File: config.mk
export PLATFORM = sky130hd
export DESIGN_NAME = router_out_sched
export DESIGN_NICKNAME = d
export VERILOG_FILES = /design/src/rtl/router_out_sched.sv
export SDC_FILE = /design/constraint.sdc
export NUM_CORES = 1
export LEC_CHECK = 0
export ABC_AREA = 1
export ABC_CLOCK_PERIOD_IN_PS = 2600
export BUFFER_PORTS_ARGS = -buffer_cell sky130_fd_sc_hd__buf_2
export CAP_MARGIN = 15
export CORE_MARGIN = 2
export CORE_UTILIZATION = 50
export CTS_CLUSTER_SIZE = 24
export DETAILED_ROUTE_END_ITERATION = 12
export PLACE_DENSITY = 0.73
export SLEW_MARGIN = 20
export SYNTH_ARGS = -nofsm -noshare
export SYNTH_HDL_FRONTEND = slang
export SYNTH_SLANG_ARGS = --single-unit
File: constraint.sdc
create_clock -name clock -period 2.6 [get_ports clock]
set_clock_uncertainty 0.15 [all_clocks]
set_input_delay 0.13 -clock clock [delete_from_list [all_inputs] [get_ports clock]]
set_output_delay 0.13 -clock clock [all_outputs]
set_load 0.01 [all_outputs]
File: src/rtl/router_out_sched.sv
// rtl/router_out_sched.sv - round-robin packet scheduler merging three router channels onto one valid/ready link
// Parity checking is present only when ROUTER_SCHED_PARITY_EN is defined; otherwise parity_err is tied low.
module router_out_sched #(
    parameter int DW = 8
) (
    input  logic          clock,
    input  logic          reset,
    input  logic [2:0]    valid_out,
    input  logic [DW-1:0] data_out_0,
    input  logic [DW-1:0] data_out_1,
    input  logic [DW-1:0] data_out_2,
    output logic [2:0]    read_enb,
    input  logic          link_ready,
    output logic          link_valid,
    output logic [DW-1:0] link_data,
    output logic          link_sop,
    output logic          link_eop,
    output logic [1:0]    link_ch,
    output logic          parity_err,
    output logic          busy
);
    typedef enum logic [1:0] {IDLE, HDR, HWAIT, BODY} state_t;
    localparam int LW = DW - 2;
    localparam logic [LW:0] REM_ONE = {{LW{1'b0}}, 1'b1};

    state_t        r_state;
    logic [1:0]    r_ch;
    logic [1:0]    r_rr_ptr;
    logic [LW:0]   r_remain;
    logic          r_inflight;
    logic          r_inf_sop;
    logic          r_inf_eop;
    logic [1:0]    r_inf_ch;
    logic [DW-1:0] r_mem_data [2];
    logic [1:0]    r_mem_ch [2];
    logic [1:0]    r_mem_sop;
    logic [1:0]    r_mem_eop;
    logic          r_wr_ptr;
    logic          r_rd_ptr;
    logic [1:0]    r_count;

    logic [DW-1:0] w_cap_data;
    logic [1:0]    w_p1;
    logic [1:0]    w_p2;
    logic [1:0]    w_grant;
    logic          w_pop;
    logic          w_room;
    logic          w_rd;

    function automatic logic [1:0] f_next(input logic [1:0] c);
        return (c == 2'd2) ? 2'd0 : c + 2'd1;
    endfunction

    always_comb begin
        w_p1 = f_next(r_rr_ptr);
        w_p2 = f_next(w_p1);
        if (valid_out[r_rr_ptr])
            w_grant = r_rr_ptr;
        else if (valid_out[w_p1])
            w_grant = w_p1;
        else
            w_grant = w_p2;
    end

    // Byte returned by the FIFO read issued last cycle
    always_comb begin
        case (r_inf_ch)
            2'd1:    w_cap_data = data_out_1;
            2'd2:    w_cap_data = data_out_2;
            default: w_cap_data = data_out_0;
        endcase
    end

    assign w_pop  = link_valid & link_ready;
    assign w_room = ({1'b0, r_count} + {2'b00, r_inflight}) < (3'd2 + {2'b00, w_pop});
    assign w_rd   = ((r_state == HDR) | ((r_state == BODY) & (r_remain != '0)))
                    & valid_out[r_ch] & w_room;
    assign read_enb = w_rd ? (3'b001 << r_ch) : 3'b000;
    assign busy     = (r_state != IDLE);

    always_ff @(posedge clock) begin
        if (reset) begin
            r_state    <= IDLE;
            r_ch       <= 2'd0;
            r_rr_ptr   <= 2'd0;
            r_remain   <= '0;
            r_inflight <= 1'b0;
            r_inf_sop  <= 1'b0;
            r_inf_eop  <= 1'b0;
            r_inf_ch   <= 2'd0;
        end else begin
            r_inflight <= w_rd;
            r_inf_sop  <= w_rd & (r_state == HDR);
            r_inf_eop  <= w_rd & (r_state == BODY) & (r_remain == REM_ONE);
            r_inf_ch   <= r_ch;
            case (r_state)
                IDLE: begin
                    if (|valid_out) begin
                        r_ch     <= w_grant;
                        r_rr_ptr <= f_next(w_grant);
                        r_state  <= HDR;
                    end
                end
                HDR: begin
                    if (w_rd)
                        r_state <= HWAIT;
                end
                HWAIT: begin
                    // payload bytes plus the trailing parity byte
                    r_remain <= {1'b0, w_cap_data[DW-1:2]} + REM_ONE;
                    r_state  <= BODY;
                end
                BODY: begin
                    if (w_rd) begin
                        r_remain <= r_remain - REM_ONE;
                        if (r_remain == REM_ONE)
                            r_state <= IDLE;
                    end
                end
                default: r_state <= IDLE;
            endcase
        end
    end

    always_ff @(posedge clock) begin
        if (reset) begin
            r_wr_ptr      <= 1'b0;
            r_rd_ptr      <= 1'b0;
            r_count       <= 2'd0;
            r_mem_data[0] <= '0;
            r_mem_data[1] <= '0;
            r_mem_ch[0]   <= 2'd0;
            r_mem_ch[1]   <= 2'd0;
            r_mem_sop     <= 2'b00;
            r_mem_eop     <= 2'b00;
        end else begin
            if (r_inflight) begin
                r_mem_data[r_wr_ptr] <= w_cap_data;
                r_mem_ch[r_wr_ptr]   <= r_inf_ch;
                r_mem_sop[r_wr_ptr]  <= r_inf_sop;
                r_mem_eop[r_wr_ptr]  <= r_inf_eop;
                r_wr_ptr             <= ~r_wr_ptr;
            end
            if (w_pop)
                r_rd_ptr <= ~r_rd_ptr;
            r_count <= r_count + {1'b0, r_inflight} - {1'b0, w_pop};
        end
    end

    assign link_valid = (r_count != 2'd0);
    assign link_data  = r_mem_data[r_rd_ptr];
    assign link_ch    = r_mem_ch[r_rd_ptr];
    assign link_sop   = link_valid & r_mem_sop[r_rd_ptr];
    assign link_eop   = link_valid & r_mem_eop[r_rd_ptr];

`ifdef ROUTER_SCHED_PARITY_EN
    logic [DW-1:0] r_par_acc;
    logic          r_par_err;

    // Accumulator restarts on each header so back-to-back packets stay independent
    always_ff @(posedge clock) begin
        if (reset) begin
            r_par_acc <= '0;
            r_par_err <= 1'b0;
        end else begin
            r_par_err <= r_inflight & r_inf_eop & (w_cap_data != r_par_acc);
            if (r_inflight & ~r_inf_eop)
                r_par_acc <= r_inf_sop ? w_cap_data : (r_par_acc ^ w_cap_data);
        end
    end

    assign parity_err = r_par_err;
`else
    assign parity_err = 1'b0;
`endif

endmodule

# After elaboration in Yosys (flattened, before gate mapping)
# Memory sizes are Yosys's and may differ from the RTL's. A register that Yosys moved wholly into a read port is not among the register bits.
# Cells that the tools add are included.
[op_classes] mux=43 order_cmp=7 n_eq_ne=13 n_reduce_logical=12 shift=1 n_bitwise=12 n_addsub=9
[op_table] op="$mux 1" count=21
[op_table] op="$mux 2" count=10
[op_table] op="$pmux 8 s2" count=1
[op_table] op="$pmux 7 s2" count=1
[op_table] op="$eq 2x2->1 const B" count=6
[op_table] op="$and 1x1->1" count=9
[op_table] op="$lt 2x3->1 const B" count=3
[op_table] op="$mux 8" count=1
[op_table] op="$pmux 2 s4" count=1
[op_table] op="$reduce_or 8->1" count=1
[op_table] op="$add 6x1->7 const B" count=1
[op_table] op="$eq 7x1->1 const B" count=1
[op_table] op="$mux 7" count=1
[op_table] op="$reduce_bool 7->1" count=1
[op_table] op="$sub 7x1->7 const B" count=1
[op_table] op="$add 2x1->2 const B" count=3
[op_table] op="$bmux 1 s2" count=3
[op_table] op="$ne 2x2->1 const B" count=3
[op_table] op="$reduce_bool 2->1" count=3
[op_table] op="$bwmux 2" count=2
[op_table] op="$eq 2x1->1 const B" count=2
[op_table] op="$lt 1x2->1 const B" count=2
[op_table] op="$reduce_and 2->1" count=2
[op_table] op="$reduce_and 4->1" count=1
[op_table] op="16 further kinds" count=17
[totals] wordCells=112 mem_count=2 regBits=26 in_bits=30 out_inout_bits=18 ramBits=20
[mem_list] memory="r_mem_data" depth=2 word_bits=8 read_ports=1 rd_ports_with_merged_regs=1 write_ports=2 line_no="34" source="logic [DW-1:0] r_mem_data [2];"
[mem_list] memory="r_mem_ch" depth=2 word_bits=2 read_ports=1 rd_ports_with_merged_regs=1 write_ports=2 line_no="35" source="logic [1:0] r_mem_ch [2];"

# Depth between registers and ports, before layout
[logic_depth] word_depth=8 mapped_depth=15 mapped_depth_nobuf=14

# Worst setup path before layout
# No wires, ideal clock.
[synth_timing] path_type="register -> register" startpoint="register r_inf_ch[0]" endpoint="register r_remain[4]" path_stages_with_launch=16 required_ps=2339 n_path_buf=1 t_arrival_ps=1838 slack_ps=500 path_cell_list="dfxtp_1 > inv_1 > ha_1 > inv_2 > buf_6 > nand3_1 > o21ai_2 > inv_1 > ha_1 > nand3_1 > nor2_1 > nand2_1 > nand3_1 > nand2_1 > nor2_1 > nor2_1"
[synth_via] elab_chain_cells=4 elab_cells_between_ends=5 classes_between="1 x add/sub; 2 x eq/ne; 2 x mux"
[synth_lines] item="start, declared" line_no="33" source="logic [1:0] r_inf_ch;"
[synth_lines] item="start signal, assigned" line_no="95" source="r_inf_ch <= r_ch;"
[synth_lines] item="$eq 2x2->1 or $eq 2x1->1 (tied branches)" line_no="67" source="case (r_inf_ch)"
[synth_lines] item="$pmux 8 s2 (*)" line_no="67"
[synth_lines] item="via w_cap_data[2]" line_no="42" source="logic [DW-1:0] w_cap_data;"
[synth_lines] item="$add 6x1->7 (*)" line_no="110" source="r_remain <= {1'b0, w_cap_data[DW-1:2]} + REM_ONE;"
[synth_lines] item="$pmux 7 s2 (*)" line_no="96" source="case (r_state)"
[synth_lines] item="end signal, assigned" line_no="110"
[synth_lines] item="end signal, assigned" line_no="115" source="r_remain <= r_remain - REM_ONE;"
[synth_lines] item="end, declared" line_no="29" source="logic [LW:0] r_remain;"
# The timed path passes the listed nets; every way through them passes the cells marked *.
# A chain may end at the register's enable or synchronous reset.

# Worst setup path after layout
# Ends and elaborated chain as after synthesis.

==> reports/results.ini <==
[worst_setup_path]
critPathRequiredTime_ns=2.66
start_kind=flip-flop
ff2ff_path_depth=13
end_kind=flip-flop
critPathArrivalTime_ns=2.37
crit_type=reg -> reg
critical_path.max_fanout=13
timing.critical_path.from=r_inf_ch[0]
r2r-start=r_inf_ch[0]

[power_and_ir_drop]
p_per_area_nw_per_um2=925
p_leak_nw=1.42
switchingPower_mw=1.21
cell_internal_pwr_mw=1.61
max-vdd-ir-drop_mv=0.515
swShare_pct=43.0
clkPwrFrac_pct=16.6
seqPwrFrac_pct=36.6
combinationalPowerShare_pct=46.9

[detailed_routing]
dr.first_iter.drc_count=96
postRouteAntennaNets=0
drc=0
drt-total-wl_um=5480
dr_total_vias=2239
vias_per_cell=4.86
wl_per_cell_um=11.9
drt_first_pass_iters=4

[synthesis]
synth_top_cell_area_share_pct=22.5
syn-num-nets=386
ys_seq_area_share_pct=42.8
synth-seq-cells=47
ys_types=35
synth_cells=343
yosys_warnings=0
synth_area_um2=2670
yosys.area.top_type=edfxtp_1
syn_area_per_cell_um2=7.78
synth_area_leaders=edfxtp_1, dfxtp_1, nand2_1, nor2_1, ha_1

[sta]
setup_violations=0
timing.final.max_slew_violations=0
period_share_pct=89.1
relSlewSlack_pct=63.2
tns_ns=0
hold_viol_final=0
period_minus_slack_ns=2.32
rsz0062_at_grt=no
fmax_mhz=432
setup_slack_ns=0.285
worst_pin_slew_ns=0.550

[global_routing]
antenna_found_initial=0
grt_max_degree=18
grt_pass1_wl_um=9720
met3_usage_pct=3.65
grt_use_met1_pct=25.0
gr-max-usage-layer=met2
use_met2_pct=34.8
grt_pass1_vias=2224
overflow=0
grt_usage_pct=19.8

[clock_network]
cts_tree=done
clk_latency_ns=0.30
clockRootBuffer=clkbuf_8
cts_buffers=5
clk_pin_slew_ns=0.10
ctsLongestPathBuffers=2
cts_sinks=47
htree_levels=2

[run_status]
status=finished clean

[die]
coreArea_um2=5140
rows=26
die_area_um2=5940
io_pins=48
fp.dieH_um=77.1
fp.dieW_um=77.1
start_util_pct=51.9

[placement]
dp_slack_ns=0.292
portBuffers=46
dp_hpwl_um=4060
gp_congestion=0.834

[hold_path]
hp-start=link_ready
min_path_type=in -> reg
hold_depth=4

[finish]
drive_gt1_share_pct=23.0
antennaDiodeCount=0
final_cell_mix=nand2_1, nor2_1, buf_2
final_common_cell=nand2_1
nNetsFinal=433
area_growth_pct=14.3
num-fill-cells=488

[run]
cap_violations=0

[cells by family after synthesis]
logic type | Yosys count | synth area share (%)
adders and majority gates | 13 | 6.09
and+or+nand+nor | 175 | 28.9
xor gates and xnor gates | 2 | 0.656
muxes | 10 | 4.22
other | 1 | 0.141
buffers and inverters | 53 | 8.53
DFF | 47 | 42.8
AOI/OAI and AO/OA | 42 | 8.67
[synth_stat cells]
library cell,count
buf_4,1
nand4_1,1
o21ai_0,15
and3_1,1
a31oi_1,1
nor2_1,54
buf_6,1
clkbuf_1,1
edfxtp_1,20
o21ai_2,2
nand2_2,7
nand2_4,1
conb_1,1
nand3_1,25
buf_2,6
nand3_2,2
dfxtp_1,27
nor3_1,7
o22ai_1,2
or2_0,1
o2bb2ai_1,2
o211ai_1,1
or2_2,3
nand3b_1,2
mux2_2,10
nor2_2,3
a21oi_1,19
inv_2,3
xor2_1,2
clkbuf_8,1
inv_1,39
clkinv_1,1
nor2_4,1
nand2_1,67
ha_1,13
[layer usage]
metal  vias to the layer above  part of all wire [%]
met5                         -                     0
li1                       1204                     -
met2                        59                    48
met3                         2                   4.9
met1                       974                    47
met4                         0                  0.46
[power by group through the flow]
stage	clock [mW]	combinational, mW	sequential [mW]
after floorplan	0	1.07	1.00
after global placement	0	1.28	1.05
after detailed placement	0	1.31	1.05
after CTS	0.488	1.32	1.03
after global routing	0.513	1.54	1.05
final	0.468	1.32	1.03
[worst paths after layout]
path,to,slack [ns]
setup / recovery,r_remain[4],0.28
setup reg to reg,r_remain[4],0.28
hold / removal,r_rd_ptr,0.03
hold reg to reg,r_rr_ptr[0],0.33
[worst max-delay path, cell delays in order, from the launching register on]
cell and delay [ns]:
dfxtp_1 0.35, inv_1 0.07, ha_1 0.38, inv_4 0.10, or2_2 0.29, nand2_2 0.13
inv_1 0.06, ha_1 0.21, nand3_1 0.13, o21ai_0 0.09, nand3_1 0.07, nand2_1 0.05
nor2_1 0.10, nor2_1 0.04
[stage by stage]
| step | utilization, % | instance area (um2) | hold slack (ns) | instances | total power [mW] |
|---|---|---|---|---|---|
| after detailed placement | 57.3 | 2940 | 0.251 | 452 | 2.36 |
| after floorplan | - | 2670 | 0.211 | 343 | 2.08 |
| after global routing | 59.4 | 3050 | 0.0526 | 461 | 3.11 |
| final | 59.4 | 3050 | 0.0263 | 461 | 2.82 |
| after CTS | 59.3 | 3050 | 0.00424 | 461 | 2.84 |
| after global placement | 57.3 | 2940 | 0.248 | 452 | 2.32 |
[what timing repair did]
item / 4_1_cts / 5_1_grt
endpoints found under the hold margin: 7 / 0
resized for setup: 0 / 2
setup endpoints to repair: 0 / 1
hold buffers: 1 / 0
setup buffers: 0 / 0
[cell type report]
class	count	area, um2	area share, %
multi-input combinational	243	1300	42.6
sequential	47	1140	37.4
timing repair buffer	50	263	8.61
inverter	43	164	5.37
tap	70	87.6	2.87
clock buffer	5	68.8	2.26
clock inverter	3	27.5	0.902
[flip-flops by register name (all words and copies together), names as in the netlist, 2 cells and up, named ones only]
signal / count
r_mem_sop: 2
r_mem_ch: 4
r_inf_ch: 2
r_mem_eop: 2
r_count: 2
r_mem_data: 16
r_state: 2
r_ch: 2
r_remain: 7
r_rr_ptr: 2
No activity file was read; power rests on OpenSTA's default activity.
